## src/rtl/dsp_seq_ctrl.sv

```systemverilog
// Multi-cycle instruction sequencer: fetches, hands the word to the decoder,
// then steps ALU, data memory and write-back, resolving branches at EXEC.
`ifndef INST_WORD_LEN
`define INST_WORD_LEN 32
`endif
`ifndef ALU_NOP
`define ALU_NOP 8'h00
`endif
`ifndef MEM_NONE
`define MEM_NONE   3'd0
`define MEM_LD     3'd1
`define MEM_ST     3'd2
`define MEM_LD_IMM 3'd3
`endif
`ifndef FLOW_NONE
`define FLOW_NONE 3'd0
`define FLOW_JMP  3'd1
`define FLOW_BEZ  3'd2
`define FLOW_BNEZ 3'd3
`define FLOW_BEQ  3'd4
`endif

// state  | meaning
// IDLE   | waiting for start
// FETCH  | imem_req held until imem_ack, opcode legality check
// DECODE | decoder settles, outputs sampled into shadows
// EXEC   | alu_en strobe, next pc resolved
// MEM    | data access with timeout down-counter
// WB     | rf_we strobe, pc and retired update
// HALT   | frozen until reset, err_code holds cause
module dsp_seq_ctrl #(
  parameter int PC_W   = 16,
  parameter int MEM_TO = 255
) (
  input  logic                      clk,
  input  logic                      rst_n,
  input  logic                      start,
  output logic                      imem_req,
  output logic [PC_W-1:0]           imem_addr,
  input  logic                      imem_ack,
  input  logic [`INST_WORD_LEN-1:0] imem_rdata,
  output logic [`INST_WORD_LEN-1:0] inst_out,
  input  logic [7:0]                alu_mode,
  input  logic                      r_w,
  input  logic [2:0]                mem_mode,
  input  logic [2:0]                flow_mode,
  input  logic [15:0]               data_s1,
  input  logic [15:0]               data_s2,
  input  logic [15:0]               beq_target,
  output logic                      alu_en,
  output logic                      dmem_req,
  output logic                      dmem_we,
  input  logic                      dmem_ack,
  output logic                      rf_we,
  output logic                      halted,
  output logic [1:0]                err_code,
  output logic [31:0]               retired
);

  localparam int TMR_W = (MEM_TO > 1) ? $clog2(MEM_TO) : 1;

  typedef enum logic [2:0] {
    S_IDLE, S_FETCH, S_DECODE, S_EXEC, S_MEM, S_WB, S_HALT
  } state_t;

  state_t            state;
  logic [PC_W-1:0]   pc;
  logic [PC_W-1:0]   npc;
  logic [PC_W-1:0]   branch_pc;
  logic [PC_W-1:0]   pc_inc;
  logic [TMR_W-1:0]  mem_tmr;
  logic              sh_r_w;
  logic [2:0]        sh_mem_mode;
  logic [2:0]        sh_flow_mode;
  logic [15:0]       sh_s1;
  logic [15:0]       sh_s2;
  logic [15:0]       sh_beq_target;
  logic              wb_we;
  logic [7:0]        fetch_op;

  assign imem_addr = pc;
  assign fetch_op  = imem_rdata[`INST_WORD_LEN-1 -: 8];
  assign pc_inc    = pc + 1'b1;
  assign wb_we     = sh_r_w || (sh_mem_mode == `MEM_LD) || (sh_mem_mode == `MEM_LD_IMM);

  function automatic logic op_legal(input logic [7:0] op);
    op_legal = (op <= 8'h0D) ||
               (op >= 8'h10 && op <= 8'h1B) ||
               (op >= 8'h20 && op <= 8'h23) ||
               (op >= 8'h32 && op <= 8'h34);
  endfunction

  always_comb begin
    branch_pc = pc_inc;
    case (sh_flow_mode)
      `FLOW_JMP:  branch_pc = PC_W'(sh_s2);
      `FLOW_BEZ:  if (sh_s1 == 16'd0) branch_pc = PC_W'(sh_s2);
      `FLOW_BNEZ: if (sh_s1 != 16'd0) branch_pc = PC_W'(sh_s2);
      `FLOW_BEQ:  if (sh_s1 == sh_s2) branch_pc = PC_W'(sh_beq_target);
      default:    branch_pc = pc_inc;
    endcase
  end

  always_ff @(posedge clk or negedge rst_n) begin
    if (!rst_n) begin
      state         <= S_IDLE;
      pc            <= '0;
      npc           <= '0;
      inst_out      <= '0;
      retired       <= '0;
      err_code      <= 2'd0;
      halted        <= 1'b0;
      imem_req      <= 1'b0;
      alu_en        <= 1'b0;
      dmem_req      <= 1'b0;
      dmem_we       <= 1'b0;
      rf_we         <= 1'b0;
      mem_tmr       <= '0;
      sh_r_w        <= 1'b0;
      sh_mem_mode   <= `MEM_NONE;
      sh_flow_mode  <= `FLOW_NONE;
      sh_s1         <= '0;
      sh_s2         <= '0;
      sh_beq_target <= '0;
    end else begin
      alu_en <= 1'b0;
      rf_we  <= 1'b0;
      case (state)
        S_IDLE: begin
          if (start) begin
            state    <= S_FETCH;
            imem_req <= 1'b1;
          end
        end
        S_FETCH: begin
          if (imem_ack) begin
            imem_req <= 1'b0;
            // an illegal word never reaches the decoder
            if (op_legal(fetch_op)) begin
              inst_out <= imem_rdata;
              state    <= S_DECODE;
            end else begin
              err_code <= 2'd1;
              halted   <= 1'b1;
              state    <= S_HALT;
            end
          end
        end
        S_DECODE: begin
          sh_r_w        <= r_w;
          sh_mem_mode   <= mem_mode;
          sh_flow_mode  <= flow_mode;
          sh_s1         <= data_s1;
          sh_s2         <= data_s2;
          sh_beq_target <= beq_target;
          alu_en        <= (alu_mode != `ALU_NOP);
          state         <= S_EXEC;
        end
        S_EXEC: begin
          npc <= branch_pc;
          if (sh_mem_mode != `MEM_NONE) begin
            dmem_req <= 1'b1;
            dmem_we  <= (sh_mem_mode == `MEM_ST);
            mem_tmr  <= TMR_W'(MEM_TO - 1);
            state    <= S_MEM;
          end else begin
            rf_we <= wb_we;
            state <= S_WB;
          end
        end
        S_MEM: begin
          if (dmem_ack) begin
            dmem_req <= 1'b0;
            dmem_we  <= 1'b0;
            rf_we    <= wb_we;
            state    <= S_WB;
          end else if (mem_tmr == '0) begin
            dmem_req <= 1'b0;
            dmem_we  <= 1'b0;
            err_code <= 2'd2;
            halted   <= 1'b1;
            state    <= S_HALT;
          end else begin
            mem_tmr <= mem_tmr - 1'b1;
          end
        end
        S_WB: begin
          pc       <= npc;
          retired  <= retired + 32'd1;
          imem_req <= 1'b1;
          state    <= S_FETCH;
        end
        S_HALT: begin
          halted <= 1'b1;
        end
        default: state <= S_IDLE;
      endcase
    end
  end

endmodule
```

## config.mk

```make
export PLATFORM = sky130hd
export DESIGN_NAME = dsp_seq_ctrl
export DESIGN_NICKNAME = d
export VERILOG_FILES = /design/src/rtl/dsp_seq_ctrl.sv
export SDC_FILE = /design/constraint.sdc
export NUM_CORES = 1
export LEC_CHECK = 0
export CAP_MARGIN = 20
export CORE_UTILIZATION = 53
export DETAILED_ROUTE_END_ITERATION = 10
export GPL_TIMING_DRIVEN = 0
export PLACE_DENSITY = 0.85
export SYNTH_ARGS = -nofsm -noshare
export SYNTH_HDL_FRONTEND = slang
export SYNTH_SLANG_ARGS = --single-unit
```

## constraint.sdc

```tcl
create_clock -name clk -period 5.13 [get_ports clk]
set_input_delay 0.7695 -clock clk [delete_from_list [all_inputs] [get_ports clk]]
set_output_delay 0.7695 -clock clk [all_outputs]
set_load 0.05 [all_outputs]
```

==> flow_summary.ini <==
[outcome]
status = complete, no violations

[clock_tree]
clk_latency_ns = 0.42
clk_pin_slew_worst_paths_ns = 0.06
cts_tree = yes
clk_path_buf_depth = 2
cts_setup_buffers = 0
htreeDepth = 4
post_cts_resized = 0
cts_made_buffers = 17
root_buffer = clkbuf_16
cts_hold_buf = 0
cts_sinks = 170

[place]
port_buffers = 187
place_hpwl_mm = 13.5
place_congestion = 0.862
dp_slack_ns = 2.03

[grt]
grt_first_pass_wirelength_mm = 29.7
grt_usage = 0.264
grtUsageMet1 = 0.333
grt_max_degree = 130
gr-max-usage-layer = met2
gr-total-overflow = 0
grt_pass1_vias = 6035
grt_use_met2 = 0.441
met3_usage = 0.0555
antenna_found_initial = 0

[worst_hold_path]
min_path_type = in2async

[logic_synthesis]
ys_seq_area_frac = 0.564
synthArstFlopShare = 1.00
ys_top_cells_by_area = dfrtp_1 (56%), mux2_2 (11%), xnor2_1 (6.0%), nand2_1 (4.3%), nand3_1 (2.6%)
synth_area_mm2 = 0.00755
syn_avg_cell_area_um2 = 11.4
synth-edff-count = 0
yosysUniqueCellTypes = 49
synth-main-ff-cell = dfrtp_1
yosysMostFrequentCell = dfrtp_1
syn_nets = 765
synth_top_area_cell = dfrtp_1
synthCells = 661
yosysTopAreaCellShare = 0.564
ys_ff_latch = 170
synthTopCellsByCount = dfrtp_1 (170), nand2_1 (86), mux2_2 (77)
yosysWarningCount = 0

[route]
vias_per_cell = 5.49
first_pass_iters = 5
routed-via-count = 5816
wl_mm = 18.0
drc = 0
wl_per_cell_um = 17.0
ant_nets = 0
initialDrtViolationCount = 449

[floorplanning]
rows = 43
dieArea_mm2 = 0.0147
core_area_mm2 = 0.0139
start_util = 0.544
die_h_um = 121
die_x_um = 121
boundaryPins = 188

[sta]
period_needed_ns = 2.67
grt_setup_unrepaired = no
fmax_mhz = 375
finClkSkew_ns = 0.00596
finalHoldViolCount = 0
finalMaxSlewViolations = 0
worst_slew_pin_slew_ns = 0.731
setup_slack_ns = 2.46
post-route-period-util = 0.520
slew_headroom = 0.508
setup_viol = 0

[power]
leakagePower_uw = 0.00432
seq_power_share = 0.373
clkPwrFrac = 0.208
fin_total_pwr_uw = 6180
p_int_uw = 3750
p_comb_frac = 0.420
vdd_drop_max_v = 0.000275
p_switching_uw = 2440
swShare = 0.394
powerDensity_mw_per_mm2 = 602

[critical_path]
critPathBufInv = 3
worst-r2r-setup-slack_ns = 2.69
cp.arrival_ns = 2.97
startpoint_type = input port
crit_fanout = 10
slowest_delay_ns = 0.54
critical_path_cell_count = 8
crit_slowest_cell = clkdlybuf4s50_1
required_ns = 5.43
crit-reg2reg-launch = state[2]
crit_family = buffers and inverters
cp_cell_sequence = clkdlybuf4s50_1, or3b_1, a21oi_1, o211ai_1, nand2b_1, clkbuf_1, buf_2, mux2_1
reg2regPathDepth = 5
end_kind = flip-flop
worstSetupStartpoint = imem_rdata[28]
critPathKind = in2reg

[cells_and_area]
nets = 973
multi_input_area_mm2 = 0.00313
n_fill_cell = 914
drive_above_1_share = 0.146
seq_area_mm2 = 0.00425
antenna_cells = 0
areaGrowthSynthToFinish_pct = 36.1

[flow_run]
maxCapViolations = 0
-- logic make-up (layout without fill, tap and decap cells) --
logic type | Yosys count | after routing | synth area share
XOR/XNOR | 63 | 63 | 0.0731
buffers and inverters | 37 | 255 | 0.0219
multiplexers | 83 | 83 | 0.124
adder cells (fa/ha/maj) | 4 | 4 | 0.00663
AND/OR/NAND/NOR | 232 | 232 | 0.152
AO/OA/AOI/OAI | 72 | 72 | 0.0595
flip-flops | 170 | 170 | 0.564
-- path summary, 6_finish.rpt --
| check | to |
|---|---|
| min in group clk | retired[31] |
| worst max-delay path | inst_out[2] |
| worst max register to register | sh_flow_mode[1] |
| worst min-delay path | retired[27] |
| worst min register to register | retired[31] |
| max in group asynchronous | mem_tmr[5] |
-- power by group through the flow --
| stage | sequential [uW] | clock [uW] | combinational (uW) |
|---|---|---|---|
| final | 2300 | 1290 | 2590 |
| after global routing | 2370 | 1370 | 2790 |
| after CTS | 2300 | 1310 | 2610 |
| after detailed placement | 2320 | 0 | 2590 |
| after global placement | 2280 | 0 | 2500 |
| after floorplan | 2920 | 0 | 1080 |
-- registers in the layout (all words and copies together) (netlist names), 2 cells and up --
register and cells:
err_code 2, imem_addr 16, inst_out 32, mem_tmr 8
npc 16, retired 32, sh_beq_target 16, sh_flow_mode 3
sh_mem_mode 3, sh_s1 16, sh_s2 16, state 3
-- per-layer routing --
metal	wire [um]	part of all wire	up-vias
met4	384	0.021	0
met5	0	0	-
met1	7640	0.42	2807
met3	1160	0.064	33
li1	-	-	2734
met2	8830	0.49	242
-- cell usage in the layout, fill, tap and decap left out, types with 5 or more instances in the layout --
cell	count
clkdlybuf4s50_1	186
dfrtp_1	170
nand2_1	86
mux2_2	77
xnor2_1	52
nand3_1	39
nor2_1	35
a21oi_1	24
nand4_1	17
a31oi_1	17
clkbuf_16	17
clkbuf_1	16
o21ai_0	13
and3_1	13
xor2_1	11
buf_2	10
inv_1	9
nor4_1	7
mux2_1	6
and2_1	5
-- metrics by stage --
stage	instances	util	cell area, um2	setup TNS [ns]	hold WS (ns)
3_5_place_dp	1029	0.697	9680	0	0.458
5_1_grt	1059	0.740	10300	0	0.231
4_1_cts	1058	0.740	10300	0	0.222
3_3_place_gp	1028	0.695	9650	-549.27	0.450
2_1_floorplan	661	-	7550	0	0.439
6_report	1059	0.740	10300	0	0.223
-- layout make-up --
type,instances,share of cell area
plain buffers,27,0.0124
clock buffers,21,0.0458
clock inverters,8,0.0117
inverters,10,0.00365
multi-input cells,454,0.305
flip-flops and latches,170,0.414
well taps,180,0.0219
repair buffers,189,0.186
(Power assumes the default switching activity.)
